## config.mk

```make
export PLATFORM = sky130hd
export DESIGN_NAME = actuator_slot_scheduler
export DESIGN_NICKNAME = d
export VERILOG_FILES = /design/src/rtl/actuator_slot_scheduler.sv
export SDC_FILE = /design/constraint.sdc
export NUM_CORES = 1
export LEC_CHECK = 0
export BUFFER_PORTS_ARGS = -buffer_cell sky130_fd_sc_hd__buf_4
export CORE_MARGIN = 5
export CORE_UTILIZATION = 25
export CTS_BUF_LIST = sky130_fd_sc_hd__clkbuf_4
export DETAILED_ROUTE_END_ITERATION = 7
export PLACE_DENSITY_LB_ADDON = 0.1
export SLEW_MARGIN = 25
export SYNTH_ARGS = -nofsm -noshare
export SYNTH_HDL_FRONTEND = slang
export SYNTH_SLANG_ARGS = --single-unit
```

## constraint.sdc

```tcl
create_clock -name clk -period 23.4 [get_ports clk]
set_clock_uncertainty 0.05 [all_clocks]
set_input_delay 2.34 -clock clk [delete_from_list [all_inputs] [get_ports clk]]
set_output_delay 2.34 -clock clk [all_outputs]
set_load 0.02 [all_outputs]
```

## src/rtl/actuator_slot_scheduler.sv

```systemverilog
// actuator_slot_scheduler
// Round-robin, power-budgeted scheduler for the six wearable actuators.
// In budgeted mode at most MAX_ON actuators are driven per fixed-length slot,
// and grants rotate through the requesters slot by slot. Severe dehydration
// bypasses the budget and drives every requested actuator directly.
module actuator_slot_scheduler #(
    parameter int MAX_ON      = 2,
    parameter int SLOT_CYCLES = 1000
) (
    input  logic       clk,
    input  logic       rst_n,
    input  logic       enable,
    input  logic [5:0] act_req,
    input  logic [1:0] state_code,
    output logic [5:0] act_drive,
    output logic [1:0] sched_state,
    output logic       slot_start,
    output logic [2:0] active_count
);

    localparam int                CNT_W    = $clog2(SLOT_CYCLES);
    localparam logic [CNT_W-1:0]  CNT_LAST = CNT_W'(SLOT_CYCLES - 1);
    localparam logic [2:0]        MAX_ON_W = 3'(MAX_ON);
    localparam logic [1:0]        SEVERE   = 2'b10;

    typedef enum logic [1:0] {
        IDLE     = 2'b00,
        SLICE    = 2'b01,
        OVERRIDE = 2'b10
    } state_t;

    state_t           state_q, state_d;
    logic [CNT_W-1:0] cnt_q, cnt_d;
    logic [2:0]       ptr_q, ptr_d;
    logic [5:0]       drive_d;
    logic             start_d;
    logic [2:0]       count_d;

    // Selection scratch: grant vector and the pointer that follows it.
    logic [5:0]       sel_grant;
    logic [2:0]       sel_ptr;
    logic [2:0]       sel_cnt;
    logic [3:0]       sel_sum;
    logic [2:0]       sel_idx;

    assign sched_state = state_q;

    // Round-robin selection: walk the six indices starting at ptr_q and grant
    // the first MAX_ON requesters; the next slot starts just after the last grant.
    always_comb begin
        // NOTE: every variable assigned in always_comb gets a default first so
        // no path leaves it unassigned, which would otherwise infer a latch.
        sel_grant = '0;
        sel_ptr   = ptr_q;
        sel_cnt   = '0;
        sel_sum   = '0;
        sel_idx   = '0;
        for (int k = 0; k < 6; k++) begin
            sel_sum = {1'b0, ptr_q} + 4'(k);
            sel_idx = (sel_sum >= 4'd6) ? 3'(sel_sum - 4'd6) : sel_sum[2:0];
            if (act_req[sel_idx] && (sel_cnt < MAX_ON_W)) begin
                sel_grant[sel_idx] = 1'b1;
                sel_cnt            = sel_cnt + 3'd1;
                sel_ptr            = (sel_idx == 3'd5) ? 3'd0 : sel_idx + 3'd1;
            end
        end
    end

    // Next-state logic, highest priority first: exit to IDLE, override,
    // new slot (entry or boundary), then mid-slot masking of dropped requests.
    always_comb begin
        state_d = state_q;
        cnt_d   = cnt_q;
        ptr_d   = ptr_q;
        drive_d = act_drive;
        start_d = 1'b0;
        if (!enable || (act_req == 6'b0)) begin
            state_d = IDLE;
            cnt_d   = '0;
            drive_d = '0;
        end else if (state_code == SEVERE) begin
            state_d = OVERRIDE;
            cnt_d   = '0;
            drive_d = act_req;
        end else if ((state_q != SLICE) || (cnt_q == CNT_LAST)) begin
            state_d = SLICE;
            cnt_d   = '0;
            drive_d = sel_grant;
            ptr_d   = sel_ptr;
            start_d = 1'b1;
        end else begin
            cnt_d   = cnt_q + CNT_W'(1);
            drive_d = act_drive & act_req;
        end
    end

    // Popcount of the drive vector being loaded, so active_count tracks it exactly.
    always_comb begin
        count_d = '0;
        for (int i = 0; i < 6; i++) begin
            count_d = count_d + {2'b0, drive_d[i]};
        end
    end

    // State, slot counter, rr pointer and registered outputs.
    always_ff @(posedge clk or negedge rst_n) begin
        if (!rst_n) begin
            state_q      <= IDLE;
            cnt_q        <= '0;
            ptr_q        <= '0;
            act_drive    <= '0;
            slot_start   <= 1'b0;
            active_count <= '0;
        end else begin
            // NOTE: sequential state uses non-blocking assignments so every
            // register samples the pre-edge values, independent of statement order.
            state_q      <= state_d;
            cnt_q        <= cnt_d;
            ptr_q        <= ptr_d;
            act_drive    <= drive_d;
            slot_start   <= start_d;
            active_count <= count_d;
        end
    end

endmodule

```

==> metrics, run 1 <==
measured slew at the worst slew-check pin=0.694 ns; max-cap violation count=0; Overflow after GRT=0; sequential-to-total area share from yosys stat=0.220; GPL Wtd Cong=0.857; share of flip-flops with an asynchronous set or reset=1.00; Syn-to-layout area delta=9.50%; relative slew slack=0.525; Initial Util=0.252; row cnt=39; final period utilization=0.377; f_max=0.113 GHz; Synth Register Bits=25; worst-path maximum fanout=18; Setup CP Type=in -> reg; CTS Buf Count=3; pin count of the biggest net entering global routing=47; Yosys top cell by area=dfrtp_1; PortBufs=22; I/O pins=23; Worst EP arrival=8.99 ns; Synth cell types=79; DRC viols=0; RSZ-0062 raised after global routing=false; initial DRC count=148; Ys Warns=0; H-tree Lvls=1; global-route wire length before repair=15.0 mm; Final setup viols=0; Post-Syn Area per Cell=8.65 um2; vias in the first global route=2582; via count=2637; Final ANT Viol Nets=0; total clock sinks=25; CTS tree=yes; critical path endpoint category=flop; crit start category=primary input; status=finished clean; layout cells sized above 1=0.183; Tmin final=8.82 ns; fin. max-slew vios=0; min-delay worst type=reg -> reg; commonest cells in the netlist=nor2_1, dfrtp_1, a21oi_1; CTS Root Cell=clkbuf_4; Clock Pin Slew Worst Setup and Hold Paths=0.16 ns; Hold Buf Count CTS=0; area share of the largest cell type after synthesis=0.220; synthesized cell area=0.00285 mm2; Post-Synthesis Cells=329; Top FF cell, synth=dfrtp_1; number of setup buffers added after CTS=0; Bufs on Longest Clock Path=2; full die area=0.0136 mm2; flop2flop setup slack=14.91 ns; CTS resizes=0; CP required=23.56 ns; Wirelength per Cell=19.4 um; die height=117 um; Die X=117 um; most frequent cell after synthesis=nor2_1; Synthesized Nets=355; largest cells by area after synthesis=dfrtp_1, ha_1, nor2_1; initial antenna violation count=0; final wirelength=9.35 mm; vias per cell=5.47; diodes inserted=0; Final Hold Viols=0; worst-skew pair later-pin latency=0.34 ns; Tot GR Track Use=0.141; fin nets=366; setup_tns=0 ns; Core Area=0.0113 mm2; 1st-pass router iterations=4; Post-synth EDFFs=0; HPWL Detailed=7.13 mm
## final timing paths
| kind | startpoint | to | cells past startpoint |
|---|---|---|---|
| max | act_req[2] | active_count[1] | 24 |
| min | cnt_q[0] | cnt_q[0] | 1 |
| max reg2reg | ptr_q[0] | active_count[1] | 27 |
| min reg2reg | cnt_q[0] | cnt_q[0] | 1 |
| max in group asynchronous | rst_n | active_count[0] | 1 |
| min in group asynchronous | rst_n | cnt_q[5] | 1 |
## placed cells by master, fill, tap and decap left out, drive strengths merged, types with 9 or more instances in the layout
cell type / netlist / layout
inv: 15 / 15
mux2i: 9 / 9
nor3: 16 / 16
a21oi: 19 / 19
and3: 9 / 9
buf: 11 / 25
nand2: 17 / 17
dfrtp: 25 / 25
ha: 12 / 12
xnor2: 10 / 10
nor2: 34 / 34
nand3: 10 / 10
## flip-flops by register name, summed over array words and instances (netlist names)
name,count
cnt_q,10
act_drive,6
active_count,3
ptr_q,3
sched_state,2
slot_start,1
## layout make-up
cell class	count	area (um2)
clock buffers	3	22.5
clock inverters	1	7.51
fillers	1224	8160
inverters	15	56.3
multi-input cells	270	2040
flip-flops and latches	25	626
well taps	143	179
repair buffers	25	188
## critical path, cell delays in order
cell and delay (ns):
buf_4 0.14, mux2i_1 0.42, a211oi_1 0.09, a221o_1 0.48
ha_1 0.35, inv_1 0.10, nor2_1 0.07, o31ai_4 0.24
a21boi_4 0.53, nor2_1 0.17, a21o_1 0.21, ha_1 0.27
or2_2 0.29, a2111oi_0 0.62, o22ai_2 0.28, nor4_2 0.26
nor4_1 0.10, o32ai_1 0.45, fa_1 0.46, inv_1 0.07
fa_1 0.40, inv_1 0.07, ha_1 0.15, fa_1 0.40
## metrics by stage
step	std cells	instance area, um2	hold WS, ns	utilization	worst slack, ns
floorplan	329	2850	0.398	-	15.30
global placement	478	3080	0.429	0.273	14.36
detailed placement	478	3080	0.422	0.273	14.26
CTS	482	3110	0.443	0.276	14.60
global route	482	3120	0.486	0.276	13.97
finish	482	3120	0.436	0.276	14.58
## kinds of logic after synthesis
group                    Yosys count  synth area share
flip-flops                        25             0.220
adder cells (fa/ha/maj)           15            0.0739
XOR/XNOR                          17            0.0576
AO/OA/AOI/OAI                     98             0.282
AND/OR/NAND/NOR                  125             0.241
buffers and inverters             34            0.0660
multiplexers                      15            0.0594
## layer usage
layer / wire length [um] / part of all wire / GRT usage
met2: 4500 / 0.48 / 0.240
met1: 4340 / 0.46 / 0.197
met5: 0 / 0 / 0
met4: 121 / 0.013 / 0.0291
met3: 392 / 0.042 / 0.00829
Power of run 1 is left out: the tool's default activity adds up to more than one toggle a clock period on the data nets, which glitch-free logic cannot reach.
==> inputs of run 2 (changes only) <==
clock period = 8.2 ns   (was 23.4 ns; I/O delays follow)
==> metrics, run 2 (synthesis gave the netlist of run 1 again) <==
status=finished clean; commonest non-fill, non-tap cell in the layout=nor2_1; initial antenna violation count=0 (unchanged); Inst Count DP=482 (+0.84%); Syn-to-layout area delta=10.6%; Final ANT Viol Nets=0 (unchanged); via count=2624 (-0.49%); non-filler cells, final=486 (+0.83%); CTS tree=yes; Initial Util=0.252 (unchanged); total clock sinks=25 (unchanged); CTS Root Cell=clkbuf_4; initial DRC count=221 (+49%); worst-skew pair later-pin latency=0.36 ns (+0.02 ns); layout cells sized above 1=0.192 (+0.00953); biggest regs=cnt_q: 10 flops, act_drive: 6 flops; setup_tns=0 ns (unchanged); diodes inserted=0 (unchanged); Core Area=0.0113 mm2 (unchanged); HPWL Detailed=7.27 mm (+2.0%); Final setup viols=0 (unchanged); relative slew slack=0.527 (+0.00136); RSZ-0062 raised after global routing=false; vias per cell=5.40 (-1.3%); Bufs on Longest Clock Path=2 (unchanged); full die area=0.0136 mm2 (unchanged); Largest register FFs=10 (unchanged); Clock Pin Slew Worst Setup and Hold Paths=0.18 ns (+0.02 ns); delay-heaviest family, CP=adder cells; Worst EP arrival=7.80 ns (-1.19 ns); PortBufs=22 (unchanged); critical path's largest stage delay=0.67 ns (+0.05 ns); fin. max-slew vios=0 (unchanged); measured slew at the worst slew-check pin=0.708 ns (+0.0141 ns); crit start category=flop; row cnt=39 (unchanged); Wirelength per Cell=19.2 um (-1.3%); final wirelength=9.31 mm (-0.47%); DRC viols=0 (unchanged); GPL Wtd Cong=0.874 (+2.0%); fin nets=370 (+1.1%); Biggest register=cnt_q; f_max=0.132 GHz; Tmin final=7.59 ns; CP most frequent cell=ha_1; CTS Buf Count=3 (unchanged); I/O pins=23 (unchanged); die height=117 um (unchanged); Buf/Inv on CP=3 (-1); vias in the first global route=2537 (-1.7%); max-cap violation count=0 (unchanged); worst-path maximum fanout=12 (-6); final period utilization=0.925; H-tree Lvls=1 (unchanged); Overflow after GRT=0 (unchanged); global-route wire length before repair=14.8 mm (-1.5%); Die X=117 um (unchanged); Tot GR Track Use=0.141 (+0.000474); post-layout utilization of the core=0.279 (+0.00277); Final Hold Viols=0 (unchanged); pin count of the biggest net entering global routing=44 (-6.4%); Critical-path top delay cell=dfrtp_1; worst-path cell chain=ha_1 -> buf_4 -> a21oi_1 -> mux2_4 -> a221o_1 -> ha_1 -> or3_1 -> a21oi_1 -> ha_1 -> a21o_1 -> ha_1 -> or2_2 -> a2111oi_1 -> o22ai_2 -> nor4_2 -> nor4_1 -> o32ai_1 -> fa_1 -> inv_1 -> fa_1 -> inv_1 -> ha_1 -> fa_1; 1st-pass router iterations=4 (unchanged); min-delay worst type=in -> async; CP required=8.41 ns (-15.15 ns); Setup CP Type=reg -> reg; most frequent cells in the layout=nor2_1, buf_4, dfrtp_1, a21oi_1, nand2_1; Layout fillers=1230 (+0.49%); critical path endpoint category=flop
## run 2: worst paths after layout
| check | to | start | cells past startpoint | slack (ns) |
|---|---|---|---|---|
| min in group clk | cnt_q[0] | cnt_q[0] | 1 | 0.45 |
| worst min-delay path | slot_start | rst_n | 1 | 0.30 |
| max in group asynchronous | ptr_q[1] | rst_n | 1 | 7.53 |
| worst min register to register | cnt_q[0] | cnt_q[0] | 1 | 0.45 |
| worst max-delay path | active_count[1] | ptr_q[2] | 23 | 0.61 |
| worst max register to register | active_count[1] | ptr_q[2] | 23 | 0.61 |
## run 2: stage by stage
step	instance area [um2]	worst slack [ns]	hold slack, ns
finish	3150	0.611	0.300
global route	3150	0.0654	0.299
CTS	3140	0.476	0.304
detailed placement	3110	0.479	0.428
global placement	3110	0.708	0.428
floorplan	2850	0.851	0.398
## run 2: final cells by class
cell class	instances	area, um2	area share
Multi-Input combinational cell	270	2040	0.648
Sequential cell	25	626	0.199
Timing Repair Buffer	29	218	0.0692
Tap cell	143	179	0.0569
Inverter	15	56.3	0.0179
Clock buffer	4	30.0	0.00954
## run 2: timing repair
item	CTS	global route
endpoints found under the setup margin	0	1
setup buffers	0	0
hold buffers	0	0
gates resized for setup	0	1
## run 2: metal layers
metal / global-route usage / share of wire
met1: 0.207 / 0.48
met2: 0.222 / 0.45
met3: 0.0155 / 0.062
met4: 0.0336 / 0.015
met5: 0 / 0
Power of run 2 is left out for the same reason.
==> inputs of run 3 (changes only) <==
clock period = 8.9 ns   (was 8.2 ns; I/O delays follow)
==> metrics, run 3 (synthesis gave the netlist of run 1 again) <==
status=finished clean; CTS resizes=0 (unchanged); RSZ-0062 raised after global routing=false; GPL Wtd Cong=0.826 (-5.6%); CTS Buf Count=3 (unchanged); hold_ws=0.372 ns (+0.0715 ns); min-delay worst type=in -> async; measured slew at the worst slew-check pin=0.915 ns (+0.207 ns); vias per cell=5.53 (+2.5%); global route hottest layer=met2; Bufs on Longest Clock Path=2 (unchanged); total clock sinks=25 (unchanged); 1st-pass router iterations=4 (unchanged); number of setup buffers added after CTS=0 (unchanged); initial antenna violation count=0 (unchanged); initial DRC count=193 (-13%); Tmin final=8.14 ns (+0.549 ns); f_max=0.123 GHz (-6.7%); final period utilization=0.914 (-0.0111); post-route setup slack=0.762 ns (+0.151 ns); CTS tree=yes; crit start category=flop; dpl ws=0.848 ns (+0.368 ns); Die X=117 um (unchanged); PortBufs=22 (unchanged); HPWL Detailed=7.35 mm (+1.2%); full die area=0.0136 mm2 (unchanged); met1 track demand over resource=0.199 (-0.00754); critical path's largest stage delay=0.86 ns (+0.19 ns); row cnt=39 (unchanged); biggest regs=cnt_q: 10 flops, act_drive: 6 flops; delay-heaviest family, CP=adder cells; most frequent cells in the layout=nor2_1, buf_4, dfrtp_1, a21oi_1, nand2_1; pin count of the biggest net entering global routing=26 (-41%); worst-path cell chain=ha_1 -> a21oi_1 -> mux2_4 -> a221o_1 -> ha_1 -> or3_1 -> a21oi_1 -> ha_1 -> a21o_1 -> ha_1 -> or2_2 -> a2111oi_0 -> o22ai_2 -> nor4_2 -> nor4_1 -> o32ai_1 -> fa_1 -> inv_1 -> fa_1 -> inv_1 -> ha_1 -> fa_1; Final Hold Viols=0 (unchanged); DRC viols=0 (unchanged); Buf/Inv on CP=2 (-1); commonest non-fill, non-tap cell in the layout=nor2_1; Critical-path top delay cell=ha_1; H-tree Lvls=1 (unchanged); M2 GR Usage=0.235 (+0.0133); Biggest register=cnt_q; critical path endpoint category=flop; relative slew slack=0.390 (-0.137); layout cells sized above 1=0.190 (-0.00236); Worst EP arrival=8.35 ns (+0.55 ns); worst-skew pair later-pin latency=0.33 ns (-0.03 ns); Overflow after GRT=0 (unchanged); Final setup viols=0 (unchanged); final wirelength=9.56 mm (+2.7%); max-cap violation count=0 (unchanged); CTS Root Cell=clkbuf_4; Tot GR Track Use=0.144 (+0.00311); Core Area=0.0113 mm2 (unchanged); setup_tns=0 ns (unchanged); Setup CP Type=reg -> reg; fin. max-slew vios=0 (unchanged); via count=2683 (+2.2%); worst-path maximum fanout=22 (+10); die height=117 um (unchanged); Hold Buf Count CTS=0 (unchanged); I/O pins=23 (unchanged); Largest register FFs=10 (unchanged); global-route wire length before repair=15.3 mm (+3.6%); GR Layer Usage met3=0.0202 (+0.00466); CP required=9.11 ns (+0.70 ns); diodes inserted=0 (unchanged); Initial Util=0.252 (unchanged); Syn-to-layout area delta=10.3%; fin nets=369 (-0.27%); Wirelength per Cell=19.7 um (+2.9%); CP most frequent cell=ha_1; vias in the first global route=2663 (+5.0%); Clock Pin Slew Worst Setup and Hold Paths=0.17 ns (about the same); post-layout utilization of the core=0.278 (-0.000777); Final ANT Viol Nets=0 (unchanged)
## run 3: changes by cell type in the layout (fill, tap and decap cells not counted)
cell / delta
a2111oi_1: -1
buf_4: -1
a2111oi_0: +1
## run 3: path summary, 6_finish.rpt
check	start	end	slack, ns	depth (start not counted)
worst max-delay path	ptr_q[2]	active_count[1]	0.76	22
worst min-delay path	rst_n	act_drive[3]	0.37	1
worst max register to register	ptr_q[2]	active_count[1]	0.76	22
worst min register to register	cnt_q[0]	cnt_q[0]	0.44	1
max in group asynchronous	rst_n	slot_start	8.14	1
min in group clk	cnt_q[0]	cnt_q[0]	0.44	1
## run 3: per-layer routing
layer	vias up	part of all wire
met2	76	0.47
li1	1275	-
met1	1324	0.46
met5	-	0
met4	0	0.013
met3	8	0.056
## run 3: cell type report
cell class / instances / area, um2
Multi-Input combinational cell: 270 / 2040
Clock buffer: 4 / 30.0
Fill cell: 1242 / 8130
Timing Repair Buffer: 28 / 210
Tap cell: 143 / 179
Sequential cell: 25 / 626
Inverter: 15 / 56.3
## run 3: worst register-to-register path, cell delays in order (launching register included)
cell and delay, ns:
dfrtp_1 0.69, ha_1 0.86, a21oi_1 0.17, mux2_4 0.29
a221o_1 0.49, ha_1 0.34, or3_1 0.51, a21oi_1 0.33
ha_1 0.30, a21o_1 0.17, ha_1 0.27, or2_2 0.29
a2111oi_0 0.63, o22ai_2 0.30, nor4_2 0.25, nor4_1 0.11
o32ai_1 0.41, fa_1 0.48, inv_1 0.07, fa_1 0.40
inv_1 0.06, ha_1 0.15, fa_1 0.40
## run 3: metrics by stage
step / instances / instance area (um2)
5_1_grt: 485 / 3140
4_1_cts: 485 / 3130
3_3_place_gp: 481 / 3100
3_5_place_dp: 481 / 3100
6_report: 485 / 3140
2_1_floorplan: 329 / 2850
Power of run 3 is left out for the same reason.
